### src/rtl/datapath_pkg.sv
// Shared types and sizing for the FU issue scheduler: row state encoding,
// the per-row FUST record and the tag wakeup helper.
package datapath_pkg;

   localparam int NUM_FU = 5;
   localparam int TAG_W  = 3;
   localparam int FU_W   = 3;

   typedef enum logic [1:0] {
      IDLE  = 2'd0,
      WAIT  = 2'd1,
      READY = 2'd2,
      EXEC  = 2'd3
   } fust_state_e;

   typedef struct packed {
      fust_state_e      state;
      logic [TAG_W-1:0] t1;
      logic [TAG_W-1:0] t2;
      logic             spec;
   } sched_row_t;

   // Tag k names FU k-1, so a broadcast from wb_fu satisfies tag wb_fu+1.
   function automatic logic [TAG_W-1:0] wake_tag(input logic [TAG_W-1:0] tag,
                                                 input logic             wb_valid,
                                                 input logic [FU_W-1:0]  wb_fu);
      return (wb_valid && tag == TAG_W'(wb_fu) + TAG_W'(1)) ? '0 : tag;
   endfunction

endpackage

### src/rtl/rr_arbiter.sv
// Combinational round-robin picker: first request at or above ptr, wrapping.
module rr_arbiter #(
   parameter int N = 4
) (
   input  logic [N-1:0]         req,
   input  logic [$clog2(N)-1:0] ptr,
   output logic                 gnt_valid,
   output logic [$clog2(N)-1:0] gnt_idx
);

   localparam int PW = $clog2(N);

   // Walk offsets from farthest to nearest so the closest request overwrites.
   always_comb begin
      // NOTE: every output gets a default before the loop so no latch is inferred.
      gnt_valid = 1'b0;
      gnt_idx   = '0;
      for (int off = N - 1; off >= 0; off--) begin
         if (req[(int'(ptr) + off) % N]) begin
            gnt_valid = 1'b1;
            gnt_idx   = PW'((int'(ptr) + off) % N);
         end
      end
   end

endmodule

### src/rtl/fu_issue_scheduler.sv
// Issue-stage FUST scheduler: allocation, tag wakeup, mispredict squash and a
// single round-robin issue grant per cycle.
module fu_issue_scheduler
   import datapath_pkg::*;
(
   input  logic                  CLK,
   input  logic                  nRST,
   input  logic                  alloc_en,
   input  logic [FU_W-1:0]       alloc_fu,
   input  logic [TAG_W-1:0]      alloc_t1,
   input  logic [TAG_W-1:0]      alloc_t2,
   input  logic                  alloc_spec,
   output logic                  alloc_err,
   input  logic                  wb_valid,
   input  logic [FU_W-1:0]       wb_fu,
   input  logic                  branch_resolved,
   input  logic                  branch_miss,
   input  logic                  freeze,
   output logic                  issue_valid,
   output logic [FU_W-1:0]       issue_fu,
   output logic [2*NUM_FU-1:0]   fu_state,
   output logic [NUM_FU-1:0]     fu_idle
);

   sched_row_t          rows_q [NUM_FU];
   sched_row_t          rows_d [NUM_FU];
   logic [FU_W-1:0]     rr_ptr;
   logic [NUM_FU-1:0]   ready_vec;
   logic [NUM_FU-1:0]   idle_vec;
   logic [NUM_FU-1:0]   alloc_hit;
   logic                gnt_valid;
   logic [FU_W-1:0]     gnt_idx;
   logic                grant;
   logic                mispredict;
   logic                alloc_drop;
   logic                alloc_err_d;

   always_comb begin
      for (int i = 0; i < NUM_FU; i++) begin
         ready_vec[i]         = (rows_q[i].state == READY);
         idle_vec[i]          = (rows_q[i].state == IDLE);
         fu_state[2*i +: 2]   = rows_q[i].state;
      end
   end

   rr_arbiter #(.N(NUM_FU)) u_issue_arb (
      .req       (ready_vec),
      .ptr       (rr_ptr),
      .gnt_valid (gnt_valid),
      .gnt_idx   (gnt_idx)
   );

   // A speculative alloc racing a mispredict is already on the wrong path.
   always_comb begin
      mispredict  = branch_resolved & branch_miss;
      alloc_drop  = alloc_en & alloc_spec & mispredict;
      grant       = gnt_valid & ~freeze;
      for (int i = 0; i < NUM_FU; i++) begin
         alloc_hit[i] = alloc_en && !alloc_drop && (alloc_fu == FU_W'(i));
      end
      alloc_err_d = alloc_en & ~alloc_drop & ~(|(alloc_hit & idle_vec));

      for (int i = 0; i < NUM_FU; i++) begin
         rows_d[i]      = rows_q[i];
         rows_d[i].t1   = wake_tag(rows_q[i].t1, wb_valid, wb_fu);
         rows_d[i].t2   = wake_tag(rows_q[i].t2, wb_valid, wb_fu);
         rows_d[i].spec = rows_q[i].spec & ~branch_resolved;

         case (rows_q[i].state)
            IDLE: begin
               if (alloc_hit[i]) begin
                  rows_d[i].t1    = wake_tag(alloc_t1, wb_valid, wb_fu);
                  rows_d[i].t2    = wake_tag(alloc_t2, wb_valid, wb_fu);
                  rows_d[i].spec  = alloc_spec;
                  rows_d[i].state = (rows_d[i].t1 == '0 && rows_d[i].t2 == '0) ? READY : WAIT;
               end
            end
            WAIT: begin
               if (rows_d[i].t1 == '0 && rows_d[i].t2 == '0) rows_d[i].state = READY;
            end
            READY: begin
               if (grant && gnt_idx == FU_W'(i)) rows_d[i].state = EXEC;
            end
            EXEC: begin
               if (wb_valid && wb_fu == FU_W'(i)) rows_d[i].state = IDLE;
            end
            default: rows_d[i].state = IDLE;
         endcase

         // Squash only rows still waiting to issue; a same-cycle grant is kept.
         if (mispredict && rows_q[i].spec &&
             (rows_q[i].state == WAIT ||
              (rows_q[i].state == READY && !(grant && gnt_idx == FU_W'(i))))) begin
            rows_d[i] = '{state: IDLE, t1: '0, t2: '0, spec: 1'b0};
         end
      end
   end

   // NOTE: the row table is only NUM_FU entries, so it is reset like ordinary state.
   always_ff @(posedge CLK or negedge nRST) begin
      if (!nRST) begin
         for (int i = 0; i < NUM_FU; i++) begin
            rows_q[i] <= '{state: IDLE, t1: '0, t2: '0, spec: 1'b0};
         end
         rr_ptr      <= '0;
         issue_valid <= 1'b0;
         issue_fu    <= '0;
         alloc_err   <= 1'b0;
         fu_idle     <= '1;
      end else begin
         // NOTE: non-blocking assignments keep every register sampling pre-edge values.
         rows_q      <= rows_d;
         issue_valid <= grant;
         alloc_err   <= alloc_err_d;
         for (int i = 0; i < NUM_FU; i++) begin
            fu_idle[i] <= (rows_d[i].state == IDLE);
         end
         if (grant) begin
            issue_fu <= gnt_idx;
            rr_ptr   <= (gnt_idx == FU_W'(NUM_FU - 1)) ? '0 : gnt_idx + FU_W'(1);
         end
      end
   end

endmodule

### config.mk
export PLATFORM = sky130hd
export DESIGN_NAME = fu_issue_scheduler
export DESIGN_NICKNAME = d
export VERILOG_FILES = /design/src/rtl/datapath_pkg.sv /design/src/rtl/rr_arbiter.sv /design/src/rtl/fu_issue_scheduler.sv
export SDC_FILE = /design/constraint.sdc
export NUM_CORES = 1
export LEC_CHECK = 0
export CORE_ASPECT_RATIO = 1.75
export CORE_MARGIN = 2
export CORE_UTILIZATION = 45
export CTS_BUF_LIST = sky130_fd_sc_hd__clkbuf_4 sky130_fd_sc_hd__clkbuf_8
export CTS_CLUSTER_SIZE = 28
export DETAILED_ROUTE_END_ITERATION = 8
export HOLD_SLACK_MARGIN = 0.03
export PLACE_DENSITY = 0.6
export SLEW_MARGIN = 20
export SYNTH_ARGS = -nofsm -noshare
export SYNTH_HDL_FRONTEND = slang
export SYNTH_SLANG_ARGS = --single-unit
### constraint.sdc
create_clock -name CLK -period 12.9 [get_ports CLK]
set_input_delay 1.29 -clock CLK [delete_from_list [all_inputs] [get_ports CLK]]
set_output_delay 1.29 -clock CLK [all_outputs]
set_load 0.01 [all_outputs]
==> impl_metrics.ini <==
[power_and_ir_drop]
p_sw_share_pct = 52.5
pwr-share-clk_pct = 9.5
p_seq_share_pct = 17.8
ir_worst_vdd_v = 0.000120
powerDensity_nw_per_um2 = 325
pwr-share-comb_pct = 72.7
p_switching_mw = 1.00
total_leakage_power_nw = 2.48
p_int_mw = 0.907
total_power_mw = 1.91

[grt]
grt.total_usage_pct = 25.5
grt_pass1_vias = 4785
grt_max_degree = 59
grt_overflow = 0
grt_first_pass_wirelength_microns = 25300
antenna_found_initial = 0

[synthesis]
netlist_top_cells_area = dfrtp_1 25%, ha_1 7.3%, nor2_1 5.6%
synth_edf_count = 0
synth.cell_area_sq_um = 5330
synth_area_leader_cell = dfrtp_1
synth_seq_cells = 58
yosys.area.top_type_share_pct = 24.9
synthesis.nets = 690
avgSynthCellArea_sq_um = 8.35
async_reset_ff_share_pct = 100
yosysSeqAreaShare_pct = 27.4
yosysUniqueCellTypes = 85
synthCells = 638
yosys_most_used_dff = dfrtp_1
yosysWarnings = 0

[critical_path]
crit_path_end_kind = flip-flop
crit_chain = inv_1 -> ha_1 -> xnor2_1 -> o211a_1 -> nor2_1 -> ha_1 -> nor2b_1 -> o22ai_1 -> a22oi_1 -> o21a_1 -> nor4_1 -> a211oi_1 -> o32ai_1 -> ha_1 -> ha_1 -> nand2_1 -> a211oi_2 -> nor4_4 -> a211o_1
cpMostUsedCell = ha_1
critical_path.top_delay_family = compound AO/OA/AOI/OAI gates
crit_buf_inv = 1
cpPeakStageDelay_ns = 0.77
cp_slowest_cell = xnor2_1
arrival_ns = 6.38
crit_path_start_kind = flip-flop
cp.required_ns = 13.19
worstPathMaxFanout = 11
path_class = reg -> reg

[floorplan]
initial_core_util_pct = 46.0
die_h_microns = 148
die_w_microns = 86.2
rows = 52
core_sq_um = 11600
io_pins = 40
die_area_sq_um = 12800

[clock_tree]
cts_resized = 0
clock_latency_ns = 0.36
cts_made_buffers = 9
htree_levels = 3
clkTransAtPathRegs_ns = 0.07
cts_num_sinks = 58
cts_tree = built
ctsHoldBuffers = 0
post-cts-setup-buffers = 0
cts_root_buf = clkbuf_8
clock_path_buffers = 2

[place]
gp_congestion = 0.941
dp_hpwl_microns = 12300
portBuffers = 39

[timing]
hold_viol_final = 0
holdWs_ns = 0.510
fmax_ghz = 0.164
skew_ns = 0.00918
rsz0062_at_grt = false
fin_crit_ns = 6.09
final.setup.tns_ns = 0
slew-limit-headroom_pct = 39.4
slew_viol_final = 0
setup_viol = 0
fin_crit_sh_pct = 47.2
tightest_slew_ns = 0.902

[detailed_routing]
post_drt_wl_per_cell_microns = 20.4
detail_route.vias_per_cell = 6.31
drt-total-wl_microns = 16000
drt-initial-drc-count = 251
drc = 0
num_vias = 4947
firstDrtPassIters = 5
antenna_left = 0

[cells_and_area]
nFillCells = 1122
nets = 696
antenna_cells = 0
area_growth_pct = 10.5
final_layout_size_suffix_gt1_share_pct = 8.78

[worst_hold_path]
hold_class = reg -> reg

[run]
cap_violations = 0

[run_status]
outcome = complete, no violations
metrics by stage:
step	cell area [sq um]	utilization, %	instances	setup WS [ns]
floorplan	5330	-	638	7.74
global route	5880	50.8	784	6.28
detailed placement	5680	49.0	768	6.84
global placement	5670	48.9	768	6.88
CTS	5880	50.8	784	6.88
finish	5880	50.8	784	6.81
Yosys cell counts, drive strengths merged, types with 3 or more instances:
library cell / number
a211o: 6
nand4: 15
or2: 3
nor4: 5
mux2i: 8
a31oi: 32
o21a: 4
o21ai: 34
nand2b: 9
and2: 10
nor3b: 4
o22ai: 5
a32oi: 4
xor2: 25
buf: 22
clkbuf: 24
o211a: 5
a21oi: 17
inv: 25
nand2: 42
a21boi: 3
ha: 31
nand3b: 7
and4: 4
or3: 6
dfstp: 5
a221oi: 6
mux2: 3
o31ai: 9
and3: 5
o211ai: 6
xnor2: 19
nor3: 15
nor2: 80
a211oi: 6
a21o: 4
nand4b: 4
o2111ai: 4
nor2b: 7
dfrtp: 53
nand3: 26
power by group through the flow:
stage	combinational [mW]	sequential, mW	clock (mW)
global placement	1.35	0.338	0
global route	1.51	0.348	0.191
detailed placement	1.37	0.340	0
finish	1.39	0.339	0.181
CTS	1.38	0.337	0.184
floorplan	1.07	0.303	0
layout make-up:
type | count | area [sq um] | share of cell area [%]
sequential | 58 | 1460 | 24.8
multi-input combinational | 508 | 3550 | 60.3
timing repair buffer | 41 | 400 | 6.80
clock inverter | 4 | 50.0 | 0.851
clock buffer | 12 | 159 | 2.70
tap | 135 | 169 | 2.87
inverter | 26 | 100 | 1.70
sequential cells by signal (all words and copies together), names as in the netlist:
name         flops
alloc_err        1
fu_idle          5
fu_state        10
issue_fu         3
issue_valid      1
rows_q          35
rr_ptr           3
worst paths after layout:
path	from	to	slack, ns	cells past startpoint
min	issue_fu[2]$_DFFE_PN0P_	issue_fu[2]$_DFFE_PN0P_	0.51	2
min in group asynchronous	nRST	alloc_err$_DFF_PN0_	1.07	2
max reg2reg	rr_ptr[1]$_DFFE_PN0P_	fu_idle[3]$_DFF_PN1_	6.81	19
max in group asynchronous	nRST	rows_q[12]$_DFF_PN0_	11.32	2
max	rr_ptr[1]$_DFFE_PN0P_	fu_idle[3]$_DFF_PN1_	6.81	19
min reg2reg	issue_fu[2]$_DFFE_PN0P_	issue_fu[2]$_DFFE_PN0P_	0.51	2
metal layers:
layer	wire (microns)	vias up	GRT usage [%]
met3	556	42	4.19
met4	727	0	11.6
met5	0	-	0
met1	5800	2399	26.5
li1	-	2348	-
met2	8910	158	48.7
cells in the final DEF, fill, tap and decap left out, drive strengths merged, types with 5 or more instances in the layout:
master / netlist / final
nor3: 15 / 15
nand2: 42 / 42
nand2b: 9 / 9
a211o: 6 / 6
a21oi: 17 / 17
and2: 10 / 10
ha: 31 / 31
o211a: 5 / 5
clkdlybuf4s50: 0 / 38
clkbuf: 24 / 12
nand3: 26 / 26
xor2: 25 / 25
nand3b: 7 / 7
dfrtp: 53 / 53
and3: 5 / 5
dfstp: 5 / 5
o21ai: 34 / 34
nor2b: 7 / 7
nor2: 80 / 80
or3: 6 / 6
nand4: 15 / 15
o31ai: 9 / 9
a211oi: 6 / 6
inv: 25 / 25
o22ai: 5 / 5
o211ai: 6 / 6
nor4: 5 / 5
mux2i: 8 / 8
xnor2: 19 / 19
a31oi: 32 / 32
a221oi: 6 / 6
worst reg2reg max path, cell delays in order, from the launching register on:
cell and delay (ns):
dfrtp_1 0.54, inv_1 0.32, ha_1 0.40, xnor2_1 0.77
o211a_1 0.25, nor2_1 0.06, ha_1 0.25, nor2b_1 0.17
o22ai_1 0.41, a22oi_1 0.19, o21a_1 0.22, nor4_1 0.60
a211oi_1 0.09, o32ai_1 0.55, ha_1 0.25, ha_1 0.18
nand2_1 0.07, a211oi_2 0.29, nor4_4 0.11, a211o_1 0.29
cell families after synthesis:
family	share of synthesized area, %
simple gates	24.0
compound gates	24.4
buf+inv	6.15
flops	27.4
xor+xnor	7.52
fa+ha+maj	7.66
mux	2.98
(Power assumes the default switching activity.)
